$ cat config.mk
export PLATFORM = sky130hd
export DESIGN_NAME = hazard_sequencer
export DESIGN_NICKNAME = d
export VERILOG_FILES = /design/src/rtl/hazard_sequencer.sv
export SDC_FILE = /design/constraint.sdc
export NUM_CORES = 1
export LEC_CHECK = 0
export ABC_AREA = 0
export CAP_MARGIN = 20
export CORE_ASPECT_RATIO = 0.5
export CORE_UTILIZATION = 40
export CTS_CLUSTER_SIZE = 28
export DETAILED_ROUTE_END_ITERATION = 6
export DONT_BUFFER_PORTS = 1
export GPL_TIMING_DRIVEN = 0
export MAX_ROUTING_LAYER = met4
export SYNTH_ARGS = -nofsm -noshare
export SYNTH_HDL_FRONTEND = slang
export SYNTH_SLANG_ARGS = --single-unit
$ cat constraint.sdc
create_clock -name clk -period 5.6 [get_ports clk]
set_input_delay 1.68 -clock clk [delete_from_list [all_inputs] [get_ports clk]]
set_output_delay 1.68 -clock clk [all_outputs]
set_load 0.02 [all_outputs]
$ cat src/rtl/hazard_sequencer.sv
// hazard_sequencer: pipeline stall/flush/halt control with a saturating stall-cycle counter
module hazard_sequencer #(
    parameter int CNT_W = 16
) (
    input  logic             clk,
    input  logic             reset,
    input  logic [4:0]       rs1_id,
    input  logic [4:0]       rs2_id,
    input  logic             use_rs1_id,
    input  logic             use_rs2_id,
    input  logic [4:0]       rd_ex,
    input  logic             MemRead_ex,
    input  logic             branch_taken_ex,
    input  logic             dmem_req_mem,
    input  logic             dmem_ready,
    input  logic             ecall_wb,
    output logic             pc_write,
    output logic             ifid_write,
    output logic             ifid_flush,
    output logic             idex_flush,
    output logic             exmem_write,
    output logic             memwb_write,
    output logic             halted,
    output logic [CNT_W-1:0] stall_cycles
);
    localparam logic [1:0] RUN = 2'd0, MEM_WAIT = 2'd1, HALTED = 2'd2;
    logic [1:0]       state_q, state_d;
    logic [CNT_W-1:0] stall_cycles_q, stall_cycles_d;
    logic             load_use, freeze;
    always_comb begin
        load_use = MemRead_ex && |rd_ex &&
                   ((use_rs1_id && rs1_id == rd_ex) || (use_rs2_id && rs2_id == rd_ex));
        // once waiting, only dmem_ready releases the freeze, whatever dmem_req_mem does
        freeze = (state_q == MEM_WAIT) ? !dmem_ready : dmem_req_mem && !dmem_ready;
        state_d = state_q;
        pc_write = 1'b1;
        ifid_write = 1'b1;
        exmem_write = 1'b1;
        memwb_write = 1'b1;
        ifid_flush = 1'b0;
        idex_flush = 1'b0;
        halted = 1'b0;
        if (reset || state_q == HALTED || ecall_wb || freeze) begin
            pc_write = 1'b0;
            ifid_write = 1'b0;
            exmem_write = 1'b0;
            memwb_write = 1'b0;
        end
        if (reset) begin
            ifid_flush = 1'b1;
            idex_flush = 1'b1;
            state_d = RUN;
        end else if (state_q == HALTED) begin
            halted = 1'b1;
        end else if (ecall_wb) begin
            state_d = HALTED;
        end else if (freeze) begin
            state_d = MEM_WAIT;
        end else begin
            state_d = RUN;
            ifid_flush = branch_taken_ex;
            idex_flush = branch_taken_ex || load_use;
            pc_write = branch_taken_ex || !load_use;
            ifid_write = branch_taken_ex || !load_use;
        end
        stall_cycles_d = reset ? '0 :
                         (!pc_write && stall_cycles_q != '1) ? stall_cycles_q + 1'b1 : stall_cycles_q;
    end
    always_ff @(posedge clk) begin
        state_q <= state_d;
        stall_cycles_q <= stall_cycles_d;
    end
    assign stall_cycles = stall_cycles_q;
endmodule

# After elaboration in Yosys (flattened, before gate mapping)
# Cells that the tools add are included.
# totals
register_bits	18
inputBits	24
out_inout_bits	23
# op_classes
addsub	1
eq_ne	5
muxes	18
n_reduce_logical	16
# op_table
op	n
1-bit two-way mux	17
16-bit by 1-bit adder with 16-bit output, second input constant	1
16-bit inequality test, second input constant	1
5-bit equality test	2
1-bit logical AND	6
1-bit logical OR	6
5-bit OR reduction	1
1-bit logical NOT	3
2-bit by 1-bit equality test with 1-bit output, second input constant	1
2-bit equality test, second input constant	1
2-bit two-way mux	1

# Logic depth before layout (Yosys ltp)
# Gate-level depths: netlist of the first run.
# logic_depth
word_depth	12
ltp_mapped	8
ltp_nobuf	6

# Least setup slack after synthesis of the first run
# OpenSTA, ideal clock, no wires.
# synth_path
kind	input to output
startpoint	in rd_ex[1]
endpoint	out pc_write
arrival_time_ns	3.154
path_slack_ns	0.766
stages	7
cell_sequence	or4_1 o21ai_2 nor2_2 a211oi_4 buf_6 buf_12 buf_4
# synth_via
elab_chain_len	10
elab_cells_between_ends	14
# synth_rtl
element	line_no	source
start, declared	11	input logic [4:0] rd_ex,
5-bit equality test	32	((use_rs1_id && rs1_id == rd_ex) || (use_rs2_id && rs2_id == rd_ex));
1-bit logical AND	32	
1-bit logical OR	32	
1-bit logical AND (*)	31	load_use = MemRead_ex && |rd_ex &&
1-bit logical NOT (*)	--	
1-bit logical OR (*)	--	
1-bit two-way mux (*) (4 in series)	--	
end, declared	17	output logic pc_write,
# Every way passes the cells marked *; elsewhere a longest branch is shown, timed or not.

# Worst setup path after layout of the first run
# Ends and elaborated chain as after synthesis.

==> flow_metrics.py, run 1 <==
metrics = {
    "run_status": {
        "outcome": "complete, no violations",
    },
    "global_route": {
        "met2_usage_pct": 30.5,
        "track_usage_pct": 19.0,
        "grt.busiest_layer": "met2",
        "gr-usage-met1_pct": 23.4,
        "grt.met3_usage_pct": 6.82,
        "grt_antenna_before_repair": 0,
        "grt_first_pass_wirelength_um": 4260,
        "grt_max_degree": 12,
        "grt_overflow": 0,
        "grt_pass1_vias": 912,
    },
    "clock_network": {
        "clockBufferDepth": 2,
        "clkSinkCount": 18,
        "clkTransAtPathRegs_ps": 60,
        "post_cts_buffers": 0,
        "cts_resized": 0,
        "hold_buffers": 0,
        "clkLatencyLatePin_ps": 260,
        "root_buffer": "clkbuf_8",
        "cts_max_level": 1,
        "cts_tree": "done",
        "numCtsBuffers": 3,
    },
    "critical_path": {
        "reg2reg_setup_slack_ps": 3400,
        "crit_start": "rd_ex[1]",
        "max_stage_delay_ps": 540,
        "cp_top_family": "simple AND/OR/NAND/NOR gates",
        "r2r-start": "stall_cycles[4]",
        "end_kind": "output pin",
        "crit_slowest_cell": "or4_1",
        "crit_fanout": 11,
        "crit_path_cell_trace": "or4_1 > o21ai_2 > nor2_2 > a211oi_4 > buf_6 > buf_12 > buf_4",
        "critPathBufInv": 3,
        "crit_type": "input port to output pin",
        "cp.arrival_ps": 3320,
        "worstPathRequired_ps": 3920,
        "cp-start-kind": "input port",
    },
    "layout": {
        "layout.nets": 163,
        "fillCellCount": 283,
        "diodes": 0,
        "final_cells": 173,
        "area_growth_pct": 7.50,
        "drive_above_1_share_pct": 17.6,
    },
    "sta": {
        "timing.final.crit_share_pct": 89.2,
        "period_needed_ps": 5000,
        "setup_viol": 0,
        "tightest_slew_ps": 769,
        "hold_ws_ps": 601,
        "finClkSkew_ps": 4.04,
        "layout_setup_ws_ps": 603,
        "hold_viol": 0,
        "fmax_mhz": 200,
        "rsz0062_at_grt": "false",
        "tns_ps": 0,
        "slew_headroom_pct": 48.2,
        "drv_slew": 0,
    },
    "drt": {
        "vias": 1048,
        "postRouteWirelength_um": 2710,
        "drc": 0,
        "drtIter0Drc": 35,
        "first_pass_iters": 4,
        "wl_per_cell_um": 15.7,
        "viasPerCell": 6.06,
        "ant_nets": 0,
    },
    "floorplan": {
        "die_x_um": 78.4,
        "die_area_mm2": 0.00315,
        "num_rows": 13,
        "start_util_pct": 43.5,
        "die_h_um": 40.2,
        "core_area_mm2": 0.00268,
        "io_pins": 47,
    },
    "synthesis": {
        "ys_seq_area_share_pct": 30.9,
        "synth_cell_types": 38,
        "syn_area_per_cell_um2": 8.78,
        "synth_top_cell_area_share_pct": 30.9,
        "synthCells": 133,
        "ys_ff_latch": 18,
        "syn-num-nets": 158,
        "synth_flop_cell": "dfxtp_1",
        "synth_warnings": 0,
        "yosysTopAreaCell": "dfxtp_1",
        "synth.cell_area_mm2": 0.00117,
        "synth_async_sr_flop_share_pct": 0,
        "yosys-top-cells-area": "dfxtp_1 (31%), or4_1 (7.7%), xnor2_1 (7.5%)",
        "synth_edf_count": 0,
    },
    "power_and_ir_drop": {
        "internal-power_uw": 195,
        "pwr-share-clk_pct": 34.6,
        "p_leak_uw": 0.000390,
        "power.density_mw_per_mm2": 211,
        "ir_drop_mv": 0.0620,
        "finalPower_uw": 265,
        "combPwrFrac_pct": 13.8,
        "swShare_pct": 26.3,
        "seq_power_share_pct": 51.5,
        "power_switching_uw": 69.9,
    },
    "flow_run": {
        "drv_cap": 0,
    },
    "worst_hold_path": {
        "hold_class": "flip-flop to flip-flop",
        "hp-start": "state_q[1]",
    },
    "placed_design": {
        "place_congestion": 0.749,
        "dp.final_hpwl_um": 2040,
        "dpl_worst_slack_ps": 594,
        "dpl.cell_count": 170,
        "io_buffers": 0,
    },
}
==> layout make-up <==
type,instances,area [µm²],area share (%)
plain buffers,11,82.6,6.58
clock buffers,3,41.3,3.29
inverters,3,11.3,0.897
multi-input cells,101,713,56.8
flip-flops and latches,18,360,28.7
well taps,37,46.3,3.69
==> cell families after synthesis <==
logic type / share of synthesized area [%]
simple gates: 27.4
compound gates: 23.8
flops: 30.9
buf+inv: 8.04
xor+xnor: 7.50
mux: 1.29
fa+ha+maj: 1.07
==> placed cells by master, fill, tap and decap left out, types with 2 or more instances in the layout <==
cell type,Yosys,routed
and3_1,2,2
inv_1,3,3
and4_1,5,5
nor4_1,2,2
nand2_1,7,7
or4_1,12,12
a21oi_2,7,7
xnor2_1,10,10
clkbuf_8,0,3
o21ai_1,3,3
buf_2,2,2
nor2_1,6,6
buf_6,2,2
nand4_1,3,3
dfxtp_1,18,18
nor2b_1,3,3
a21oi_1,7,7
clkbuf_1,3,3
nand3_1,7,7
o31ai_1,11,11
buf_4,2,2
==> metrics by stage <==
stage | cell area [µm²] | utilization (%)
2_1_floorplan | 1170 | -
3_3_place_gp | 1210 | 45.2
3_5_place_dp | 1210 | 45.2
4_1_cts | 1250 | 46.8
5_1_grt | 1250 | 46.8
6_report | 1250 | 46.8
==> routing by layer <==
metal,routed length (µm),part of all wire (%)
met1,1280,47
met2,1190,44
met3,228,8.4
met4,11,0.41
met5,0,0
==> path summary, 6_finish.rpt <==
check                         end  cells after the start
setup reg to reg  stall_cycles[1]                      7
hold / removal         state_q[0]                      3
hold reg to reg        state_q[0]                      3
setup / recovery         pc_write                      7
==> power by group through the flow <==
stage / Sequential (µW) / Clock [µW] / Combinational (µW)
finish: 137 / 91.9 / 36.7
global route: 137 / 102 / 40.8
CTS: 137 / 95.4 / 37.2
detailed placement: 140 / 0 / 37.1
global placement: 140 / 0 / 36.5
floorplan: 139 / 0 / 31.9
==> tightest hold or removal path: cells and delay by family (launching register included) <==
family	cells	cell delay, ps
compound gates	1	110
flops	1	330
simple gates	2	110
==> state kept, by name (all words and copies together) (netlist names) <==
register	count
state_q	2
stall_cycles	16
==> cells in the mapped netlist (3+ instances only) <==
library cell	n
a21oi_2	7
xnor2_1	10
nor2b_1	3
nor2_1	6
nand4_1	3
o21ai_1	3
clkbuf_1	3
nand3_1	7
and4_1	5
or4_1	12
dfxtp_1	18
o31ai_1	11
inv_1	3
a21oi_1	7
nand2_1	7
(Power assumes the default switching activity.)
==> run 2: changes to the inputs <==
==> constraint.sdc (replaced) <==
create_clock -name clk -period 5.6 [get_ports clk]
set_input_delay 1.12 -clock clk [delete_from_list [all_inputs] [get_ports clk]]
set_output_delay 1.12 -clock clk [all_outputs]
set_load 0.02 [all_outputs]
==> results of run 2 <==
The final DEF is identical to that of run 1. Status: complete, no violations.
Among the figures that moved: setup slack after placement 594 ps -> 1710 ps; setup slack after layout 603 ps -> 1720 ps
==> variant, RTL diff (flow settings as in run 1) <==
Set the parameter `CNT_W` to 32 (it was 16).
--- a/src/rtl/hazard_sequencer.sv
+++ b/src/rtl/hazard_sequencer.sv
@@ -2,3 +2,3 @@
 module hazard_sequencer #(
-    parameter int CNT_W = 16
+    parameter int CNT_W = 32
 ) (
Ports: changed (resized stall_cycles); port bits go from 47 to 63. The function was not compared with the original's and may differ.
==> variant against run 1 <==
  * Setup slack got worse by 0.45 ns
  * Worst hold slack worse by 0.0037 ns
  * Non-clock buffer count is 7 higher
  * Routed wire length up 110%
  * Sequential cell count is 16 higher
  * Area after synthesis increased by 84%
  * Combinational power is 26% higher
  * Total power rose by 87%
  * Synthesized cell count rose by 85%
  * Cell area increased by 86%
==> variant: results <==
placed_design:
  dp_cells: 316
  dp_hpwl_um: 4116
  post_dp_cell_area_um2: 2233
  dpl_worst_slack_ns: -0.1943
  port_buffers: 0
  gp_congestion: 0.8020
route:
  drt-pass1-iter-count: 4
  wire_per_inst_um: 17.68
  first_iter_violations: 93
  drt-vias-per-instance: 6.015
  vias: 1949
clocking:
  clkLatencyLatePin_ns: 0.29
  cts_made_buffers: 5
  cts_root_buf: "clkbuf_8"
  path_clk_slew_ns: 0.07
  h-tree-depth: 2
  cts_buffer_depth: 2
final_layout:
  layout-drive-gt1-share_pct: 17.72
  n_fill_cell: 506
  diodes: 0
  largest_register_ff_count: 32
  design_area_um2: 2335
  nNetsFinal: 278
grt:
  antenna_found_initial: 0
  grt_pass1_wl_um: 9052
  grt_max_degree: 12
  grt.total_usage_pct: 21.83
  grt_pass1_vias: 1826
logic_synthesis:
  synth_area_leaders: "dfxtp_1 32%, or4_1 7.0%, o31ai_1 6.6%"
  synth-seq-area-share_pct: 31.72
  yosysWarnings: 0
  synth_flop_cell: "dfxtp_1"
  yosysUniqueCellTypes: 41
  synthTopCellsByCount: "34 x dfxtp_1, 24 x a21oi_1, 20 x or4_1"
  avgSynthCellArea_um2: 8.723
  synth_edf_count: 0
  synth_nets: 271
  ys_async_sr_fraction_pct: 0
worst_setup_path:
  crit_family: "buffers and inverters"
  critPathArrivalTime_ns: 3.76
  critPathMaxFanout: 11
  critPathMaxStageDelay_ns: 0.70
  cp_slowest_cell: "nor4_2"
run_status:
  run_status: "finished, final reports clean"
pwr:
  peakVddDrop_uv: 85.87
  p_leak_nw: 0.7667
sta:
  clock_skew_ns: 0.004520
  slew_headroom_pct: 54.19
hold_path:
  hold_path.class: "reg2reg"
run:
  drv_cap: 0
## variant: what timing repair did
| action | CTS | global route |
|---|---|---|
| gates resized for setup | 1 | 0 |
| setup endpoints to repair | 2 | 0 |
| buffers inserted | 0 | 0 |
## variant: area by class of cell
cell class / instances / share of cell area [%]
multi-input combinational: 189 / 56.38
clock inverter: 2 / 0.5359
clock buffer: 6 / 3.537
buffer: 18 / 5.841
sequential: 34 / 29.15
inverter: 5 / 0.8039
tap: 70 / 3.751
## variant: where the power goes
| group | internal, mW | leakage, nW | switching [mW] | total (mW) |
|---|---|---|---|---|
| combinational | 0.0178 | 0.445 | 0.0284 | 0.0462 |
| clock | 0.0989 | 0.0472 | 0.0978 | 0.197 |
| sequential | 0.244 | 0.275 | 0.00779 | 0.252 |
| total | 0.361 | 0.767 | 0.134 | 0.495 |
## variant: cells by family (layout without fill, tap and decap cells)
| group | count (synthesis) | in the layout | share of synthesized area [%] |
|---|---|---|---|
| AO/OA/AOI/OAI | 53 | 53 | 15.34 |
| multiplexers | 9 | 9 | 6.123 |
| adder cells (fa/ha/maj) | 2 | 2 | 1.049 |
| AND/OR/NAND/NOR | 115 | 115 | 34.46 |
| buffers and inverters | 23 | 31 | 7.230 |
| XOR/XNOR | 10 | 10 | 4.081 |
| flip-flops | 34 | 34 | 31.72 |
## variant: worst paths after layout
check	startpoint	to	slack [ns]	cells past startpoint
hold reg to reg	state_q[1]	state_q[0]	0.60	2
setup reg to reg	stall_cycles[1]	stall_cycles[9]	2.95	9
setup / recovery	reset	pc_write	0.16	7
hold / removal	state_q[1]	state_q[0]	0.60	2
## variant: metal layers
layer,global-route usage [%],up-vias,wire [um]
li1,-,936,-
met1,27.25,930,2567
met2,36.18,78,2629
met3,5.811,5,493
met4,4.861,0,37
met5,-,-,0
